File: src/rtl/im_fetch_ctrl.sv
// im_fetch_ctrl: instruction fetch sequencer in front of a synchronous-read IM.
// Owns the fetch PC and issues at most one IM read per cycle. Read data
// returns one cycle later and lands in a 2-entry output buffer that feeds
// decode. Redirects flush everything in flight, and debug halt pauses issue.
//
// Handshake (decode side): a transfer happens in any cycle where
// if_valid && if_ready. While if_valid is high and if_ready is low, if_pc
// and if_instr hold their values. if_valid never depends on if_ready.
module im_fetch_ctrl #(
  parameter int                    ARCH_WIDTH = 32,
  parameter int                    IM_WIDTH   = 32,
  parameter logic [ARCH_WIDTH-1:0] RESET_PC   = 32'h0000_3000
) (
  input  logic                  clk,
  input  logic                  rst,
  output logic                  im_en,
  output logic [ARCH_WIDTH-1:0] im_addr,
  input  logic [IM_WIDTH-1:0]   im_dout,
  input  logic                  redirect_valid,
  input  logic [ARCH_WIDTH-1:0] redirect_pc,
  input  logic                  halt,
  output logic                  if_valid,
  input  logic                  if_ready,
  output logic [ARCH_WIDTH-1:0] if_pc,
  output logic [IM_WIDTH-1:0]   if_instr,
  output logic                  misalign,
  output logic                  halted,
  output logic [1:0]            state_dbg
);

  typedef enum logic [1:0] {
    ST_WAKE = 2'd0,
    ST_RUN  = 2'd1,
    ST_HALT = 2'd2
  } state_t;

  state_t                state;
  logic [ARCH_WIDTH-1:0] pc_q;
  logic [ARCH_WIDTH-1:0] inflight_pc;
  logic                  inflight;
  logic                  misalign_q;

  // Output buffer: entry 0 is always the head; occ counts valid entries.
  logic [1:0]            occ;
  logic [ARCH_WIDTH-1:0] buf_pc0, buf_pc1;
  logic [IM_WIDTH-1:0]   buf_ins0, buf_ins1;

  logic       redir;
  logic       pop;
  logic       pop_eff;
  logic       push;
  logic       issue;
  logic [2:0] pending;

  // Redirects are ignored during the post-reset wake cycle.
  assign redir   = redirect_valid & (state != ST_WAKE);
  assign pop     = if_valid & if_ready;
  assign pop_eff = pop & ~redir;
  assign push    = inflight & ~redir;

  // Entries that will occupy the buffer once this cycle settles. An issue is
  // allowed only if its data is guaranteed a slot when it returns.
  assign pending = {1'b0, occ} + {2'b00, inflight} - {2'b00, pop};
  assign issue   = (state == ST_RUN) & ~halt & ~redirect_valid & (pending < 3'd2);

  assign im_en     = issue;
  assign im_addr   = pc_q;
  assign if_valid  = (occ != 2'd0);
  assign if_pc     = buf_pc0;
  assign if_instr  = buf_ins0;
  assign misalign  = misalign_q;
  assign halted    = (state == ST_HALT) & ~inflight;
  assign state_dbg = state;

  // Control FSM: one idle wake cycle after reset, then run or halt.
  always_ff @(posedge clk) begin
    if (rst) begin
      state <= ST_WAKE;
    end else begin
      case (state)
        ST_WAKE: state <= ST_RUN;
        ST_RUN:  if (halt) state <= ST_HALT;
        ST_HALT: if (!halt) state <= ST_RUN;
        default: state <= ST_WAKE;
      endcase
    end
  end

  // Fetch PC, in-flight tracking and the misalign pulse.
  always_ff @(posedge clk) begin
    if (rst) begin
      pc_q        <= RESET_PC;
      inflight    <= 1'b0;
      inflight_pc <= RESET_PC;
      misalign_q  <= 1'b0;
    end else begin
      misalign_q <= 1'b0;
      if (redir) begin
        pc_q       <= {redirect_pc[ARCH_WIDTH-1:2], 2'b00};
        misalign_q <= |redirect_pc[1:0];
        inflight   <= 1'b0;
      end else if (issue) begin
        pc_q        <= pc_q + ARCH_WIDTH'(4);
        inflight    <= 1'b1;
        inflight_pc <= pc_q;
      end else begin
        inflight <= 1'b0;
      end
    end
  end

  // Two-entry output FIFO; a push and a pop in the same cycle both take effect.
  always_ff @(posedge clk) begin
    if (rst || redir) begin
      occ <= 2'd0;
    end else begin
      case ({push, pop_eff})
        2'b10: begin
          if (occ == 2'd0) begin
            buf_pc0  <= inflight_pc;
            buf_ins0 <= im_dout;
          end else begin
            buf_pc1  <= inflight_pc;
            buf_ins1 <= im_dout;
          end
          occ <= occ + 2'd1;
        end
        2'b01: begin
          buf_pc0  <= buf_pc1;
          buf_ins0 <= buf_ins1;
          occ      <= occ - 2'd1;
        end
        2'b11: begin
          if (occ == 2'd1) begin
            buf_pc0  <= inflight_pc;
            buf_ins0 <= im_dout;
          end else begin
            buf_pc0  <= buf_pc1;
            buf_ins0 <= buf_ins1;
            buf_pc1  <= inflight_pc;
            buf_ins1 <= im_dout;
          end
        end
        default: ;
      endcase
    end
  end

endmodule
File: config.mk
export PLATFORM = sky130hd
export DESIGN_NAME = im_fetch_ctrl
export DESIGN_NICKNAME = d
export VERILOG_FILES = /design/src/rtl/im_fetch_ctrl.sv
export SDC_FILE = /design/constraint.sdc
export NUM_CORES = 1
export LEC_CHECK = 0
export BUFFER_PORTS_ARGS = -buffer_cell sky130_fd_sc_hd__buf_4
export CAP_MARGIN = 15
export CORE_UTILIZATION = 54
export DETAILED_ROUTE_END_ITERATION = 10
export GPL_ROUTABILITY_DRIVEN = 0
export PLACE_DENSITY = 0.8
export SKIP_CTS_REPAIR_TIMING = 1
export SLEW_MARGIN = 5
export SYNTH_ARGS = -nofsm -noshare
export SYNTH_HDL_FRONTEND = slang
export SYNTH_SLANG_ARGS = --single-unit
export TNS_END_PERCENT = 50
File: constraint.sdc
create_clock -name clk -period 10.3 [get_ports clk]
set_clock_uncertainty 0.15 [all_clocks]
set_input_delay 2.575 -clock clk [delete_from_list [all_inputs] [get_ports clk]]
set_output_delay 2.575 -clock clk [all_outputs]
set_load 0.03 [all_outputs]
* Word-level counts from Yosys, hierarchy flattened *
Index checks and enable logic that the tools add are counted.

operators by class
  mux-type cells = 19
  reductions and logical operators = 16
  add/sub/neg operators = 5
  eq/ne operators = 11
  order comparisons = 1
  bitwise operators = 13

operators with widths
  cell                                                         count
  2-to-1 mux 32 bit                                            10
  case mux 32 bit (3 select lines)                             2
  case mux 32 bit (2 select lines)                             2
  adder 32 x 3 -> 32 bit (second input constant)               1
  != test 2 bit (second input constant)                        5
  nonzero test 2 bit                                           5
  bitwise AND 1 bit                                            8
  equality test 2 x 1 -> 1 bit (second input constant)         3
  equality test 2 bit (second input constant)                  3
  case mux 2 bit (3 select lines)                              1
  OR reduction 2 bit                                           3
  inverter 1 bit                                               5
  zero test 2 bit                                              2
  2-to-1 mux 2 bit                                             2
  case mux 2 bit (2 select lines)                              1
  AND reduction 2 bit                                          2
  AND reduction 4 bit                                          1
  adder 2 x 1 -> 3 bit                                         1
  less-than comparator 3 x 2 -> 1 bit (second input constant)  1
  AND reduction 3 bit                                          1
  nonzero test 3 bit                                           1
  subtractor 3 x 1 -> 3 bit                                    1
  adder 2 x 1 -> 2 bit (second input constant)                 1
  subtractor 2 x 1 -> 2 bit (second input constant)            1
  other kinds (2)                                              2

storage, ports and cells
  logic and storage cells = 76
  bits in registers = 198
  output and inout bits = 102

* Longest topological paths before layout *
  depth after elaboration = 7
  mapped depth = 14
  depth with buffers taken out = 13

* Worst setup path after synthesis *
OpenSTA, ideal clock, no wires.

  path kind = in2reg
  start = input port redirect_valid
  end = register buf_ins0[0], in the netlist if_instr[0], enable pin
  arrival = 7.999 ns
  buffers on the path = 1
  slack = 1.577 ns
  stages on the path = 6
  library setup time = 0.575 ns
  path through = o21ai_0 -> clkbuf_1 -> nand2_1 -> inv_1 -> ha_1 -> a211oi_1

between the ends
  word-level cells in the longest chain between the ends = 6

ends and longest elaborated chain
  item                                                                  RTL line  text
  from (decl)                                                           19        input logic redirect_valid,
  bitwise AND 1 bit *                                                   56        assign redir = redirect_valid & (state != ST_WAKE);
  inverter 1 bit (no source line)                                       n/a
  bitwise AND 1 bit (on tied branches)                                  58, 59
  equality test 2 bit or equality test 2 x 1 -> 1 bit (tied branches)   117       case ({push, pop_eff})
  != test 2 bit (no source line) or nonzero test 3 bit (tied branches)  n/a
  AND reduction 3 bit (no source line) *                                n/a
  to (signal assigned)                                                  121       buf_ins0 <= im_dout;
  to (signal assigned)                                                  130       buf_ins0 <= buf_ins1;
  to (signal assigned)                                                  136       buf_ins0 <= im_dout;
  to (decl)                                                             46        logic [IM_WIDTH-1:0] buf_ins0, buf_ins1;

Every way passes the cells marked *; elsewhere a longest branch is shown, timed or not.
A chain may end at the register's enable or synchronous reset.

* Worst setup path after layout *
  start = input port if_ready
  end = output port im_en

between the ends
  word-level cells in the longest chain between the ends = 4

ends and longest elaborated chain
  item                                 RTL line  text
  from (decl)                          23        input logic if_ready,
  bitwise AND 1 bit                    57        assign pop = if_valid & if_ready;
  subtractor 3 x 1 -> 3 bit            63        assign pending = {1'b0, occ} + {2'b00, inflight} - {2'b00, pop};
  less-than comparator 3 x 2 -> 1 bit  64        assign issue = (state == ST_RUN) & ~halt & ~redirect_valid & (pending < 3'd2);
  bitwise AND 1 bit                    64
  to (decl)                            16        output logic im_en,

Every way passes these cells.

==> run summary <==
Max-Cap Viols: 0
die height: 120 um
overall overflow remaining after global route: 0
Internal Pwr Total: 1.22 mW
unrepaired setup endpoints after global routing: no
power after layout: 1.59 mW
fraction of the core area covered by cells at the end of the flow: 70.3%
adder-cell share of the synthesized area: 1.57%
share of synthesized area occupied by flip-flops and latches: 67.4%
most common library cell in the layout ignoring fill and taps: buf_4
worst-path cell with the longest stage delay: clkinv_2
Final setup violation count: 0
net switching power: 0.370 mW
leak pwr: 3.58 nW
IR Drop Worst-Case VDD: 0.132 mV
Critical Path Source Type: input pin
internal reg-to-reg setup slack: 5620 ps
peak fanout along the critical path: 66
via count: 5508
number of flops mapped to enable cells by yosys: 124
WP buf/inv: 3
antenna violation net count after detailed routing: 0
worst r2r dst: im_addr[30]
proportion of power drawn by the clock network: 38.1%
number of synthesized register bits: 190
Highest Clock Rate: 0.126 GHz
buffers added on ports: 166
Final Hold Violating Endpoints: 0
Crit. Startpoint: if_ready
Post-Synthesis Cell Area: 7480 um^2
vias per cell: 5.82
Net count, final: 834
number of ports placed on the die boundary: 171
Fillers: 954
# H-tree levels: 4
post-layout minimum cycle time: 7940 ps
outcome: completed
first drt pass iteration count: 5
type of the worst min-delay path: register to register
arrival time of the worst setup path: 5220 ps
worst max-slew margin expressed relative to the limit: 33.7%
row count: 42
category of the most critical setup path: input pin to primary output
clock tree from TritonCTS: built
worst hold slack across all endpoints: 314 ps
Post-synth top flop: edfxtp_1
critical path endpoint: im_en
Antenna Diode Count: 0
core area: 13400 um^2
remaining design rule violation count: 0
synthesized area per cell: 12.3 um^2
vias in the first global route: 5168
final routed wirelength across all metal layers: 16.0 mm
Simple-Gate Fraction of Synth Area: 10.8%
largest family of logic cells by synthesized area: compound AO/OA/AOI/OAI gates
Skew-Pair Late Insertion Delay: 420 ps
layout cells sized above 1: 27.4%
antenna violations before repair: 0
area growth from synthesis to layout: 25.9%
wire length of the first global-routing pass: 26.0 mm
Worst-path clk slew: 70 ps
largest net degree at the start of global routing: 67
non-filler instance count after layout: 946
category of cells accounting for the largest share of critical-path delay: buffers and inverters
Cell Pwr Density: 168 nW/um^2
TritonCTS sink count: 190
total count of max-transition violations in the final report: 0
Critical Path Max Stage Delay: 660 ps
final setup TNS: 0 ps
number of design-rule violations left by the first detailed-router iteration: 571
Reg power frac: 53.3%
final HPWL from detailed placement: 10.6 mm
sequential cell area: 5040 um^2
number of distinct library cells after synthesis: 53
total stage count of the critical path: 9
post-synthesis compound-gate area fraction: 16.2%
cell total after placement: 913
cell breakdown of the critical path: buf_4 > nand2_1 > nor2_1 > o21ai_0 > fa_1 > xor2_1 > or3_4 > clkinv_2 > buf_4
die area: 14300 um^2
share of the clock period used by the worst path: 77.1%
source of the worst register-to-register timing path: occ[1]
most frequent CP cell: buf_4
Post-Synth XOR/XNOR Area: 0.820%
buffers from clock root to sink, at most: 2
post-synthesis mux area share: 0.151%
x dimension of the die: 120 um
number of clock buffers inserted by TritonCTS: 17
Tot GR Track Use: 23.1%
sort of element at the end of the critical path: primary output
Required @ worst endpoint: 7580 ps
routed length per placed instance: 16.9 um
power share of the combinational group: 8.6%
switching share of power: 23.3%
commonest non-fill, non-tap cells in the layout: buf_4 (171), edfxtp_1 (124), nand2_1 (79)
Post-Syn Instances: 606
starting density of the core: 55.8%
post-synthesis async set-or-reset flop share: 0%
CTS Root Cell: clkbuf_16
worst slew pin tran: 995 ps
number of cells on the worst reg-to-reg path: 13
number of warnings printed during yosys synthesis: 0
multi-input combinational cell area: 2260 um^2
-- per-layer routing --
layer,vias up,GRT usage [%],part of all wire (%),wire length [um]
li1,2587,-,-,-
met4,0,6.33,1.2,185
met1,2628,32.4,44,7110
met3,28,5.13,7.5,1200
met5,-,0,0,0
met2,265,36.3,47,7520
-- power by group through the flow --
stage | logic [mW] | clock network [mW] | registers (mW)
4_1_cts | 0.135 | 0.615 | 0.843
6_report | 0.136 | 0.605 | 0.844
2_1_floorplan | 0.0604 | 0 | 0.878
3_3_place_gp | 0.130 | 0 | 0.859
5_1_grt | 0.147 | 0.645 | 0.846
3_5_place_dp | 0.135 | 0 | 0.860
-- area by class of cell --
type                       count  area share (%)
clock buffer                  19            4.60
clock inverter                13            1.24
inverter                       9           0.372
multi-input combinational    367            24.0
sequential                   190            53.6
tap                          176            2.34
timing repair buffer         172            13.9
-- worst min path at each step --
stage               cells past startpoint            start           to  slack (ps)
floorplan                               0  inflight_pc[10]  buf_pc1[10]         280
global placement                        0  inflight_pc[28]  buf_pc1[28]         290
CTS                                     0  inflight_pc[31]  buf_pc1[31]         310
finish                                  0  inflight_pc[31]  buf_pc1[31]         310
global route                            0   inflight_pc[9]   buf_pc1[9]         320
detailed placement                      0  inflight_pc[31]  buf_pc1[31]         300
-- registers in the layout, indices dropped and copies added (netlist names) --
signal / flops
buf_ins1: 32
if_instr: 32
buf_pc1: 30
if_pc: 30
im_addr: 30
inflight_pc: 30
occ: 2
state_dbg: 2
inflight: 1
misalign: 1
-- stage by stage --
step | setup WS, ps | cell area [um^2]
2_1_floorplan | 1580 | 7490
3_3_place_gp | 2470 | 8840
3_5_place_dp | 2410 | 8840
4_1_cts | 2400 | 9390
5_1_grt | 2060 | 9420
6_report | 2360 | 9420
-- synth_stat cells, types with 5 or more instances --
cell type,n,area [um^2]
nand4_1,16,100
a21oi_1,55,275
buf_2,6,30.0
clkbuf_1,32,120
nand2_1,80,300
nor3_1,7,35.0
inv_1,8,30.0
o21ai_0,14,70.1
nand3_1,13,65.1
ha_1,7,87.6
edfxtp_1,124,3720
a31oi_1,10,62.6
nor2_1,30,113
o211ai_1,5,37.5
a22o_1,62,543
dfxtp_1,66,1320
-- cells by family after synthesis --
| family | after synthesis |
|---|---|
| adder cells (fa/ha/maj) | 9 |
| flip-flops | 190 |
| other | 1 |
| multiplexers | 1 |
| XOR/XNOR | 7 |
| buffers and inverters | 52 |
| AO/OA/AOI/OAI | 174 |
| AND/OR/NAND/NOR | 172 |
Note: power is estimated with default switching activity, not from simulation.
